[config.mk]
export PLATFORM = sky130hd
export DESIGN_NAME = mc_control_unit
export DESIGN_NICKNAME = d
export VERILOG_FILES = /design/src/rtl/mc_control_unit.sv
export SDC_FILE = /design/constraint.sdc
export NUM_CORES = 1
export LEC_CHECK = 0
export BUFFER_PORTS_ARGS = -buffer_cell sky130_fd_sc_hd__buf_2
export CORE_UTILIZATION = 51
export DETAILED_ROUTE_END_ITERATION = 8
export PLACE_DENSITY = 0.93
export SLEW_MARGIN = 20
export SYNTH_ARGS = -nofsm -noshare
export SYNTH_HDL_FRONTEND = slang
export SYNTH_SLANG_ARGS = --single-unit
[constraint.sdc]
create_clock -name clk -period 3.8 [get_ports clk]
set_input_delay 0.95 -clock clk [delete_from_list [all_inputs] [get_ports clk]]
set_output_delay 0.95 -clock clk [all_outputs]
set_load 0.02 [all_outputs]
[src/rtl/mc_control_unit.sv]
// Multicycle control unit: main FSM, ALU decoder, flag-write and PC-select logic.
// Build option: define CMP_SKIP_WB_EN to decode CMP/TST and skip their register writeback.
module mc_control_unit #(
  parameter int ALUCTRL_W  = 3,
  parameter int MUL_CYCLES = 4
) (
  input  logic                 clk,
  input  logic                 reset,
  input  logic [1:0]           Op,
  input  logic [5:0]           Funct,
  input  logic [3:0]           Rd,
  input  logic                 IsMul,
  output logic [1:0]           FlagW,
  output logic                 PCS,
  output logic                 NextPC,
  output logic                 RegW,
  output logic                 MemW,
  output logic                 IRWrite,
  output logic                 AdrSrc,
  output logic [1:0]           ResultSrc,
  output logic [1:0]           ALUSrcA,
  output logic [1:0]           ALUSrcB,
  output logic [1:0]           ImmSrc,
  output logic [1:0]           RegSrc,
  output logic [ALUCTRL_W-1:0] ALUControl,
  output logic                 Undef,
  output logic                 Busy
);

  localparam int CNT_W = (MUL_CYCLES > 1) ? $clog2(MUL_CYCLES) : 1;
  localparam logic [CNT_W-1:0] CNT_LAST = CNT_W'(MUL_CYCLES - 1);

  typedef enum logic [3:0] {
    S_FETCH, S_DECODE, S_MEMADR, S_MEMRD, S_MEMWB, S_MEMWR,
    S_EXECR, S_EXECI, S_ALUWB, S_BRANCH, S_MULEX
  } state_t;

  typedef struct packed {
    logic       next_pc;
    logic       ir_write;
    logic       adr_src;
    logic [1:0] result_src;
    logic [1:0] alu_src_a;
    logic [1:0] alu_src_b;
    logic       reg_w;
    logic       mem_w;
    logic       branch;
    logic       alu_op;
    logic       busy;
  } ctrl_t;

  state_t          state_q, state_d;
  logic [CNT_W-1:0] cnt_q, cnt_d;
  ctrl_t           ctrl_q, ctrl_d;
  logic            skip_wb;
  logic            mul_last;
  logic [2:0]      alu3;

  // Control word is precomputed for the state being entered, so outputs come straight from flops.
  function automatic ctrl_t ctrl_of(input state_t s);
    ctrl_t c;
    c = '0;
    case (s)
      S_FETCH:  begin c.ir_write = 1'b1; c.next_pc = 1'b1; c.alu_src_a = 2'b01;
                      c.alu_src_b = 2'b10; c.result_src = 2'b10; end
      S_DECODE: begin c.alu_src_a = 2'b01; c.alu_src_b = 2'b10; c.result_src = 2'b10; end
      S_MEMADR: c.alu_src_b = 2'b01;
      S_MEMRD:  c.adr_src = 1'b1;
      S_MEMWB:  begin c.result_src = 2'b01; c.reg_w = 1'b1; end
      S_MEMWR:  begin c.adr_src = 1'b1; c.mem_w = 1'b1; end
      S_EXECR:  c.alu_op = 1'b1;
      S_EXECI:  begin c.alu_src_b = 2'b01; c.alu_op = 1'b1; end
      S_ALUWB:  c.reg_w = 1'b1;
      S_BRANCH: begin c.alu_src_a = 2'b10; c.alu_src_b = 2'b01; c.result_src = 2'b10;
                      c.branch = 1'b1; end
      S_MULEX:  begin c.alu_op = 1'b1; c.busy = 1'b1; end
      default:  c = '0;
    endcase
    return c;
  endfunction

`ifdef CMP_SKIP_WB_EN
  assign skip_wb = (Funct[4:1] == 4'b1010) || (Funct[4:1] == 4'b1000);
`else
  assign skip_wb = 1'b0;
`endif

  assign mul_last = (state_q == S_MULEX) && (cnt_q == CNT_LAST);

  always_comb begin
    state_d = state_q;
    cnt_d   = cnt_q;
    case (state_q)
      S_FETCH:  state_d = S_DECODE;
      S_DECODE: begin
        case (Op)
          2'b01:   state_d = S_MEMADR;
          2'b00:   state_d = Funct[5] ? S_EXECI : (IsMul ? S_MULEX : S_EXECR);
          2'b10:   state_d = S_BRANCH;
          default: state_d = S_FETCH;
        endcase
      end
      S_MEMADR: state_d = Funct[0] ? S_MEMRD : S_MEMWR;
      S_MEMRD:  state_d = S_MEMWB;
      S_EXECR,
      S_EXECI:  state_d = skip_wb ? S_FETCH : S_ALUWB;
      S_MULEX: begin
        if (mul_last) begin
          cnt_d   = '0;
          state_d = S_ALUWB;
        end else begin
          cnt_d = cnt_q + 1'b1;
        end
      end
      default:  state_d = S_FETCH;
    endcase
    ctrl_d = ctrl_of(state_d);
  end

  always_ff @(posedge clk) begin
    if (reset) begin
      state_q <= S_FETCH;
      cnt_q   <= '0;
      ctrl_q  <= ctrl_of(S_FETCH);
    end else begin
      state_q <= state_d;
      cnt_q   <= cnt_d;
      ctrl_q  <= ctrl_d;
    end
  end

  always_comb begin
    alu3 = 3'd0;
    if (ctrl_q.alu_op) begin
      if (state_q == S_MULEX && IsMul) begin
        alu3 = 3'd5;
      end else begin
        case (Funct[4:1])
          4'b0100: alu3 = 3'd0;
          4'b0010: alu3 = 3'd1;
          4'b0000: alu3 = 3'd2;
          4'b1100: alu3 = 3'd3;
          4'b0001: alu3 = 3'd4;
`ifdef CMP_SKIP_WB_EN
          4'b1010: alu3 = 3'd1;
          4'b1000: alu3 = 3'd2;
`endif
          default: alu3 = 3'd0;
        endcase
      end
    end
  end

  always_comb begin
    FlagW = 2'b00;
    if (ctrl_q.alu_op && (state_q != S_MULEX || mul_last))
      FlagW = {Funct[0], Funct[0] & (alu3[2:1] == 2'b00)};
  end

  assign ALUControl = ALUCTRL_W'(alu3);
  assign Undef      = (state_q == S_DECODE) && (Op == 2'b11);
  assign PCS        = ctrl_q.branch | (ctrl_q.reg_w & (Rd == 4'hF));
  assign NextPC     = ctrl_q.next_pc;
  assign RegW       = ctrl_q.reg_w;
  assign MemW       = ctrl_q.mem_w;
  assign IRWrite    = ctrl_q.ir_write;
  assign AdrSrc     = ctrl_q.adr_src;
  assign ResultSrc  = ctrl_q.result_src;
  assign ALUSrcA    = ctrl_q.alu_src_a;
  assign ALUSrcB    = ctrl_q.alu_src_b;
  assign ImmSrc     = Op;
  assign RegSrc     = {Op == 2'b01, Op == 2'b10};
  assign Busy       = ctrl_q.busy;

endmodule

# Yosys cells after proc, flatten, opt, wreduce, memory -nomap -nowiden
# Index checks and enable logic that the tools add are counted.
dict set report totals {
  out_inout_bits 23
  latchBits 0
  mem_count 0
  reg_bits 20
  mem_bits_rw 0
  mem_bits_ro 0
  word_cells 80
  input_bits 15
}
dict set report op_classes {
  add_sub_neg 1
  reduce_logical 17
  eq_ne 25
  n_mux 21
  order_cmp 0
  n_bitwise 3
  div 0
  multipliers 0
  n_shift 0
}
# op n
set ops {}
lappend ops {{$eq 4x3->1 const B} 6}
lappend ops {{$eq 4x4->1 const B} 6}
lappend ops {{$pmux 4 s6} 1}
lappend ops {{$eq 4x2->1 const B} 5}
lappend ops {{$eq 4x1->1 const B} 3}
lappend ops {{$logic_not 4->1} 3}
lappend ops {{$mux 4} 3}
lappend ops {{$pmux 2 s2} 3}
lappend ops {{$pmux 3 s4} 1}
lappend ops {{$pmux 4 s3} 1}
lappend ops {{$mux 3} 3}
lappend ops {{$reduce_or 3->1} 3}
lappend ops {{$reduce_or 2->1} 4}
lappend ops {{$eq 2x2->1 const B} 3}
lappend ops {{$mux 1} 6}
lappend ops {{$mux 2} 3}
lappend ops {{$logic_and 1x1->1} 4}
lappend ops {{$logic_not 2->1} 2}
lappend ops {{$ne 4x4->1 const B} 1}
lappend ops {{$add 2x1->2 const B} 1}
lappend ops {{$and 1x1->1} 2}
lappend ops {{$eq 2x1->1 const B} 1}
lappend ops {{$logic_or 1x1->1} 1}
lappend ops {{$or 1x1->1} 1}

# Depth between registers and ports, before layout
# Gate-level depths: netlist of run 1.
dict set report logic_depth {
  depth_word 7
  ltp_mapped 6
  depth_no_buf 5
}

# Worst setup path after synthesis of run 1
# OpenSTA, ideal clock, no wires.
dict set report synth_path {
  path_kind {input-to-output}
  startpoint {input Funct[4]}
  endpoint {output FlagW[0]}
  path_stages 4
  required_time_ns 2.850
  t_arrival_ns 1.990
  path_slack_ns 0.860
  path_buffers 0
  path_cell_list {nor2_1 -> nand3b_1 -> a21boi_0 -> nor3b_1}
}
dict set report synth_via {
  elab_chain_len 7
  word_cells_on_any_way 10
  cone_classes {3 x eq/ne; 4 x mux; 1 x bitwise; 2 x reduce/logical}
}
# element line
set synth_rtl {}
lappend synth_rtl {{start: declaration} 10} ;# input logic [5:0] Funct,
lappend synth_rtl {{$eq 4x1->1, or another cell as far along} 138} ;# case (Funct[4:1])
lappend synth_rtl {{$pmux 3 s4 *} 138}
lappend synth_rtl {{$mux 3 *} 135} ;# if (state_q == S_MULEX && IsMul) begin
lappend synth_rtl {{$mux 3 *} 134} ;# if (ctrl_q.alu_op) begin
lappend synth_rtl {{net ALUControl[2]} 25} ;# output logic [ALUCTRL_W-1:0] ALUControl,
lappend synth_rtl {{$logic_not 2->1 *} 157} ;# FlagW = {Funct[0], Funct[0] & (alu3[2:1] == 2'b00)};
lappend synth_rtl {{$and 1x1->1 *} 157}
lappend synth_rtl {{$mux 2 *} 156} ;# if (ctrl_q.alu_op && (state_q != S_MULEX || mul_last))
lappend synth_rtl {{end: declaration} 13} ;# output logic [1:0] FlagW,
# The timed path passes the listed nets; every way through them passes the cells marked *.

# Worst setup path after layout of run 1
dict set report layout_path {
  startpoint {register state_q[1]}
  endpoint {output FlagW[0]}
}
dict set report layout_via {
  elab_chain_len 7
  word_cells_on_any_way 11
  cone_classes {2 x eq/ne; 3 x mux; 1 x bitwise; 5 x reduce/logical}
}
# element line
set layout_rtl {}
lappend layout_rtl {{start: declaration} 52} ;# state_t state_q, state_d;
lappend layout_rtl {{start signal: assignment} 126} ;# state_q <= state_d;
lappend layout_rtl {{$eq 4x4->1} {88, 135}}
lappend layout_rtl {{$logic_and 1x1->1} 135}
lappend layout_rtl {{$mux 3} 135}
lappend layout_rtl {{$mux 3} 134}
lappend layout_rtl {{$logic_not 2->1} 157}
lappend layout_rtl {{$and 1x1->1} 157}
lappend layout_rtl {{$mux 2 *} 156}
# Every way passes the cells marked *; elsewhere a longest branch is shown, timed or not.

==> run_results.csv, run 1 <==
group,metric,value,unit
outcome,status,"completed",
synthesis,most_instantiated_library_cell_after_synthesis,"dfxtp_1",
place,placed_cell_area,0.00110,mm2
synthesis,synth_simple_gate_area_share,33.8,%
critical_path,critical_path_cell_with_the_highest_stage_delay,"dfxtp_1",
synthesis,synth_top_area_share,37.1,%
timing,rsz_0062_raised_after_global_routing,"false",
critical_path,critical_setup_path_kind,"flop to primary output",
routing,wire_per_inst,12.8,um
clock_tree,cts_root_buffer,"clkbuf_4",
finish,finish.net_count,156,
power,power.leakage,0.525,nW
timing,finalHoldViolations,0,
synthesis,post_synth_fa_ha_maj_area_fraction,1.29,%
clock_tree,tritoncts,"done",
power,power.net_switching,0.135,mW
job,cap_violations,0,
critical_path,worstPathCellList,"and4bb_4 -> nand2_1 -> and4_1 -> nor3b_1 -> buf_2",
clock_tree,cts.reportedPaths.clkPinSlew,0.10,ns
routing,totalWireLength,2.09,mm
routing,drt_iter0_drc,14,
timing,skew,0.00166,ns
synthesis,synthMuxAreaShare,1.16,%
place,place.port_buffers,37,
floorplan,design.core.area,0.00176,mm2
timing,max_freq,342,MHz
synthesis,syn-num-nets,126,
clock_tree,clock_path_buffers,2,
routing,vias,895,
floorplan,die_height,45.7,um
grt,grt_usage,21.5,%
power,power.density,384,mW/mm2
critical_path,critical_path.top_delay_family,"simple AND/OR/NAND/NOR gates",
timing,final.min_clock_period,2.92,ns
clock_tree,post_cts.repair.setup_buffers,0,
routing,drc,0,
place,last_weighted_congestion_value_of_the_routability_driven_placer,0.790,
synthesis,ys_seq_area_share,37.1,%
synthesis,synth.cells.most_frequent,"dfxtp_1 (18), nor2_1 (16), buf_4 (9), nand2_1 (7), nor3_1 (6)",
finish,layout-area-overhead-vs-synth,17.0,%
min_path,holdCritPathClass,"flop to flop",
timing,totalNegativeSetupSlack,0,ns
place,dp.cells,160,
timing,setup_viol,0,
grt,number_of_antenna_violations_at_the_first_check_in_global_routing,0,
power,proportion_of_power_drawn_by_flip_flops_and_latches,48.5,%
power,combinationalPowerShare,25.2,%
synthesis,synth-seq-cells,18,
grt,first_global_vias,766,
synthesis,syn_area,972,um2
critical_path,critPathLaunchType,"flop",
clock_tree,worst_skew_pair.late_latency,0.29,ns
finish,final_instance_area,0.00114,mm2
critical_path,worstSetupEndpointType,"primary output",
finish,regArea,360,um2
critical_path,cp_num_buf_inv,1,
timing,worst_slew_margin_rel,65.5,%
synthesis,main_combinational_cell_family_by_area_after_synthesis,"simple AND/OR/NAND/NOR gates",
timing,post-route-period-util,76.9,%
timing,final-max-slew-violation-count,0,
finish,drive_gt1_share,38.1,%
grt,grt_first_pass_wirelength,3.19,mm
floorplan,die-area,0.00208,mm2
finish,multi_input_area,520,um2
grt,grt_max_degree,14,
critical_path,critPathMaxStageDelay,0.66,ns
critical_path,cp.arrival,1.97,ns
synthesis,synth-main-ff-cell,"dfxtp_1",
clock_tree,cts_inserted_buffers,3,
synthesis,synth_edf_count,0,
synthesis,synthArstFlopShare,0,%
power,irDropWorstVdd,0.000236,V
finish,n_fill_cell,153,
clock_tree,cts_repair_resize_count,0,
critical_path,critical_path.max_fanout,12,
floorplan,rows,15,
clock_tree,ctsHoldBuffers,0,
floorplan,starting_density,55.1,%
critical_path,worst_ep_required_time,2.85,ns
synthesis,synthCells,110,
synthesis,synth-xor-area-share,0,%
clock_tree,ctsHtreeMaxLevel,1,
finish,final_core_utilization,64.5,%
floorplan,ioPinCount,38,
power,pwr-share-clk,26.2,%
finish,layout.cells.non_filler,164,
synthesis,ys_top_cells_by_area,"dfxtp_1 (37%), buf_4 (6.9%), nor2_1 (6.2%), nor3_1 (3.1%), nand2b_4 (2.8%)",
grt,gr-total-overflow,0,
routing,ant_nets,0,
synthesis,synth_compound_area_share,17.2,%
synthesis,avgSynthCellArea,8.84,um2
routing,via_per_inst,5.46,
clock_tree,cts.sinks,18,
power,cell_internal_pwr,0.302,mW
routing,drt_first_pass_iters,4,
place,place.detailed.hpwl,1.63,mm
synthesis,ys.warnings.count,0,
power,power.switching_fraction,30.8,%
synthesis,synthDistinctLibCells,43,
finish,diodes,0,
synthesis,synth_largest_area_cell,"dfxtp_1",
timing,worst_margin_pin_slew,0.517,ns
floorplan,die_width,45.7,um
==> final timing paths <==
| check | startpoint | endpoint | slack, ns | cells after the start |
|---|---|---|---|---|
| min | cnt_q[1]$_SDFFE_PP0N_ | cnt_q[1]$_SDFFE_PP0N_ | 0.48 | 2 |
| max reg2reg | state_q[1]$_SDFF_PP0_ | ResultSrc[1]$_SDFF_PP1_ | 2.06 | 4 |
| max | state_q[1]$_SDFF_PP0_ | FlagW[0] | 0.88 | 5 |
| min reg2reg | cnt_q[1]$_SDFFE_PP0N_ | cnt_q[1]$_SDFFE_PP0N_ | 0.48 | 2 |
==> cell type report <==
| cell class | instances | area share, % |
|---|---|---|
| well taps | 25 | 2.75 |
| repair buffers | 37 | 16.3 |
| flip-flops and latches | 18 | 31.7 |
| multi-input cells | 79 | 45.8 |
| inverters | 1 | 0.330 |
| clock buffers | 4 | 3.19 |
==> per-stage QoR <==
stage          hold slack, ns  total power, mW  setup slack (ns)
2_1_floorplan           0.440            0.303             0.860
3_3_place_gp            0.447            0.320              1.10
3_5_place_dp            0.474            0.325              1.04
4_1_cts                 0.487            0.439             0.908
5_1_grt                 0.506            0.459             0.770
6_report                0.480            0.437             0.876
==> state kept, by name, indices dropped and copies added (netlist names) <==
name       cells
ALUSrcA        2
NextPC         1
Busy           1
ResultSrc      2
cnt_q          2
AdrSrc         1
MemW           1
state_q        4
ALUSrcB        2
ctrl_q         1
RegW           1
==> cells in the final DEF (no fill, tap or decap), drive strengths merged, types with 2 or more instances in the layout <==
cell	n
nand2	7
o21a	3
clkbuf	4
o21ai	6
and3	3
a21boi	2
dfxtp	18
nand3	2
a21oi	3
nor2b	3
nand2b	6
nor2	16
nor3	7
a31oi	2
nor3b	2
buf	37
==> power by group through the flow <==
stage                     sequential [mW]  combinational [mW]  clock [mW]
after floorplan                     0.217              0.0868           0
after global placement              0.215               0.105           0
after detailed placement            0.216               0.109           0
after CTS                           0.212               0.110       0.117
after global routing                0.214               0.121       0.124
final                               0.212               0.110       0.115
==> cells by family after synthesis <==
kind of cell | Yosys count
adders and majority gates | 1
AOI/OAI and AO/OA | 22
DFF | 18
and+or+nand+nor | 55
buffers and inverters | 13
muxes | 1
==> routing by layer <==
layer | track usage (%) | wire [um] | vias to the layer above
met1 | 21.9 | 826 | 431
li1 | - | - | 442
met2 | 40.6 | 1200 | 18
met3 | 6.35 | 56 | 4
met4 | 7.88 | 12 | 0
met5 | 0 | 0 | -
==> worst min-delay path, stage by stage (launching register included) <==
cell     delay, ns
dfxtp_1       0.33
nand2_1       0.06
a21oi_1       0.06
Note: power is estimated with default switching activity, not from simulation.
==> run 2: changes to the inputs <==
- ABC_AREA: default -> 1
- CORE_UTILIZATION: 51 -> 46
- PLACE_DENSITY: 0.93 -> 0.87
- clock period: 3.8 -> 2.9 ns (I/O delays scaled with it)
==> run 2 against run 1 <==
Via count rose by 7.4%. Power rose by 18%. Count of clock-buffer cells in the layout fell by 1. Core utilization fell by 4.2 points. Sequential share of layout area rose by 1.5 points. Synthesized area fell by 5.9%. Cell count rose by 17%. Non-clock buffer count did not move. Worst setup slack got worse by 0.33 ns. Critical path depth rose by 3. Clock skew rose by 0.0067 ns. Global-route usage fell by 1.2 points. Critical path type unchanged. Largest cell class unchanged.
==> run_results.csv, run 2 <==
group,metric,value,unit
outcome,status,"completed",
critical_path,critical_path.max_fanout,4,
critical_path,cp.arrival,1.63,ns
clock_tree,cts_repair_resize_count,0,
critical_path,timing.critical_path.to,"FlagW[0]",
synthesis,synth_compound_area_share,6.43,%
place,place.detailed.hpwl,1.64,mm
finish,finish.net_count,185,
timing,holdWs,0.490,ns
finish,layout-area-overhead-vs-synth,18.7,%
grt,number_of_antenna_violations_at_the_first_check_in_global_routing,0,
power,p_total,0.515,mW
synthesis,synth_largest_area_cell,"dfxtp_1",
power,power.net_switching,0.163,mW
critical_path,regToRegSetupSlack,1.51,ns
grt,grt_usage,20.4,%
floorplan,design.core.area,0.00180,mm2
synthesis,ys_seq_area_share,39.4,%
power,power.density,475,mW/mm2
synthesis,avgSynthCellArea,6.73,um2
grt,grt_first_pass_wirelength,3.11,mm
critical_path,critical_setup_path_kind,"flop to primary output",
floorplan,starting_density,50.8,%
finish,most_common_cell_after_layout_fill_and_taps_aside,"buf_2",
routing,totalWireLength,2.04,mm
finish,diodes,0,
routing,via_per_inst,5.01,
finish,n_fill_cell,179,
finish,most-common-layout-cells,"buf_2 (37), nor2_1 (27), nand2_1 (26)",
synthesis,ys_top_cells_by_area,"dfxtp_1 (39%), nor2_1 (11%), nand2_1 (11%), buf_4 (7.4%), inv_1 (7.4%)",
grt,gr-max-usage-layer,"met2",
power,power.switching_fraction,31.7,%
synthesis,synth.cells.most_frequent,"nor2_1 (27), nand2_1 (26), dfxtp_1 (18), inv_1 (18), nand3_1 (12)",
timing,worst_margin_pin_slew,0.262,ns
power,pwr-share-clk,22.5,%
critical_path,critPathLaunchType,"flop",
timing,totalNegativeSetupSlack,0,ns
finish,largest_register,"state_q",
routing,drt_first_pass_iters,4,
routing,drc,0,
synthesis,ys.warnings.count,0,
finish,largest_register_ff_count,4,
synthesis,synth_top_area_share,39.4,%
grt,grt_max_degree,10,
critical_path,setup.worst_path.start,"state_q[0]$_SDFF_PP0_",
clock_tree,cts.reportedPaths.clkPinSlew,0.09,ns
place,last_weighted_congestion_value_of_the_routability_driven_placer,0.829,
power,proportion_of_power_drawn_by_flip_flops_and_latches,52.5,%
grt,globalRouteMet3Util,6.27,%
critical_path,reg2reg_to,"ResultSrc[1]$_SDFF_PP1_",
finish,final_core_utilization,60.3,%
timing,final-max-slew-violation-count,0,
power,cell_internal_pwr,0.352,mW
grt,first_global_vias,840,
min_path,holdCritPathClass,"flop to flop",
synthesis,synth_edf_count,0,
synthesis,most_instantiated_library_cell_after_synthesis,"nor2_1",
timing,finalHoldViolations,0,
clock_tree,cts.sinks,18,
synthesis,synthCells,136,
clock_tree,worst_skew_pair.late_latency,0.29,ns
critical_path,critPathMostFrequentCell,"nand2_1",
job,cap_violations,0,
routing,drt_iter0_drc,29,
clock_tree,ctsHtreeMaxLevel,1,
routing,wire_per_inst,10.6,um
power,combinationalPowerShare,25.0,%
synthesis,synthDistinctLibCells,21,
clock_tree,tritoncts,"done",
grt,gr-total-overflow,0,
timing,worst_slew_margin_rel,82.5,%
synthesis,synth-main-ff-cell,"dfxtp_1",
timing,setup_viol,0,
floorplan,ioPinCount,38,
timing,post-route-period-util,81.1,%
synthesis,synth-xor-area-share,0,%
critical_path,critPathMaxStageDelay,0.37,ns
synthesis,synthMuxAreaShare,0,%
clock_tree,post_cts.repair.setup_buffers,0,
synthesis,synth_simple_gate_area_share,36.4,%
floorplan,die-area,0.00217,mm2
clock_tree,cts_root_buffer,"clkbuf_4",
routing,vias,961,
routing,ant_nets,0,
critical_path,worst_ep_required_time,2.17,ns
synthesis,synthArstFlopShare,0,%
synthesis,syn_area,915,um2
synthesis,post_synth_fa_ha_maj_area_fraction,1.37,%
floorplan,die_height,46.6,um
power,irDropWorstVdd,0.000374,V
timing,max_freq,425,MHz
critical_path,worstSetupEndpointType,"primary output",
synthesis,syn-num-nets,152,
place,place.port_buffers,37,
critical_path,r2r_start,"state_q[0]$_SDFF_PP0_",
grt,groute.layer.met2.usage,38.9,%
clock_tree,clock_path_buffers,2,
synthesis,main_combinational_cell_family_by_area_after_synthesis,"simple AND/OR/NAND/NOR gates",
finish,drive_gt1_share,29.9,%
timing,final.min_clock_period,2.35,ns
critical_path,critical_path_cell_with_the_highest_stage_delay,"dfxtp_1",
clock_tree,cts_inserted_buffers,3,
critical_path,worstPathCellList,"inv_2 -> nand2_1 -> nor2_1 -> nand2_1 -> nand2_1 -> nor2_1 -> nor3_1 -> buf_2",
synthesis,synth-seq-cells,18,
clock_tree,ctsHoldBuffers,0,
floorplan,die_width,46.6,um
timing,skew,0.00841,ns
critical_path,timing.reg2reg.worst_path_depth,7,
floorplan,rows,15,
grt,met1_usage_grt,20.1,%
timing,rsz_0062_raised_after_global_routing,"false",
power,power.leakage,0.598,nW
run 2: worst max-delay path: cells and delay by family, from the launching register on:
family	cells	cell delay, ns
DFF	1	0.37
buffers and inverters	2	0.29
and+or+nand+nor	6	0.69
run 2: cell families (layout without fill, tap and decap cells):
| logic type | Yosys count | count (layout) |
|---|---|---|
| AOI/OAI and AO/OA | 10 | 10 |
| adders and majority gates | 1 | 1 |
| buffers and inverters | 31 | 62 |
| DFF | 18 | 18 |
| and+or+nand+nor | 76 | 76 |
run 2: area by class of cell:
cell class	instances	area, um2	share of cell area (%)
Multi-Input combinational cell	87	404	37.2
Inverter	22	82.6	7.60
Tap cell	25	31.3	2.88
Timing Repair Buffer	37	185	17.1
Sequential cell	18	360	33.2
Clock buffer	3	22.5	2.07
run 2: through the flow:
step	setup slack, ns	cell area [um2]	instances
2_1_floorplan	0.586	915	136
3_3_place_gp	0.722	1060	189
3_5_place_dp	0.665	1060	189
4_1_cts	0.513	1090	192
5_1_grt	0.368	1090	192
6_report	0.547	1090	192
run 2: worst min-delay path by stage:
stage                     slack [ns]                    end  cells past startpoint             startpoint
after detailed placement        0.48  cnt_q[0]$_SDFFE_PP0N_                      2  cnt_q[0]$_SDFFE_PP0N_
after global routing            0.53  cnt_q[0]$_SDFFE_PP0N_                      2  cnt_q[0]$_SDFFE_PP0N_
after CTS                       0.49  cnt_q[0]$_SDFFE_PP0N_                      2  cnt_q[0]$_SDFFE_PP0N_
after floorplan                 0.44  cnt_q[0]$_SDFFE_PP0N_                      2  cnt_q[0]$_SDFFE_PP0N_
final                           0.49  cnt_q[0]$_SDFFE_PP0N_                      2  cnt_q[0]$_SDFFE_PP0N_
after global placement          0.46  cnt_q[0]$_SDFFE_PP0N_                      2  cnt_q[0]$_SDFFE_PP0N_
run 2: per-layer routing:
metal,vias to the layer above,share of wire (%)
met4,0,1.3
li1,479,-
met1,419,39
met5,-,0
met2,59,51
met3,4,8.6
run 2: power by group through the flow:
stage / logic (mW) / registers, mW / clock network (mW)
floorplan: 0.0946 / 0.279 / 0
global placement: 0.121 / 0.275 / 0
detailed placement: 0.127 / 0.276 / 0
CTS: 0.127 / 0.270 / 0.120
global route: 0.142 / 0.272 / 0.132
finish: 0.129 / 0.270 / 0.116
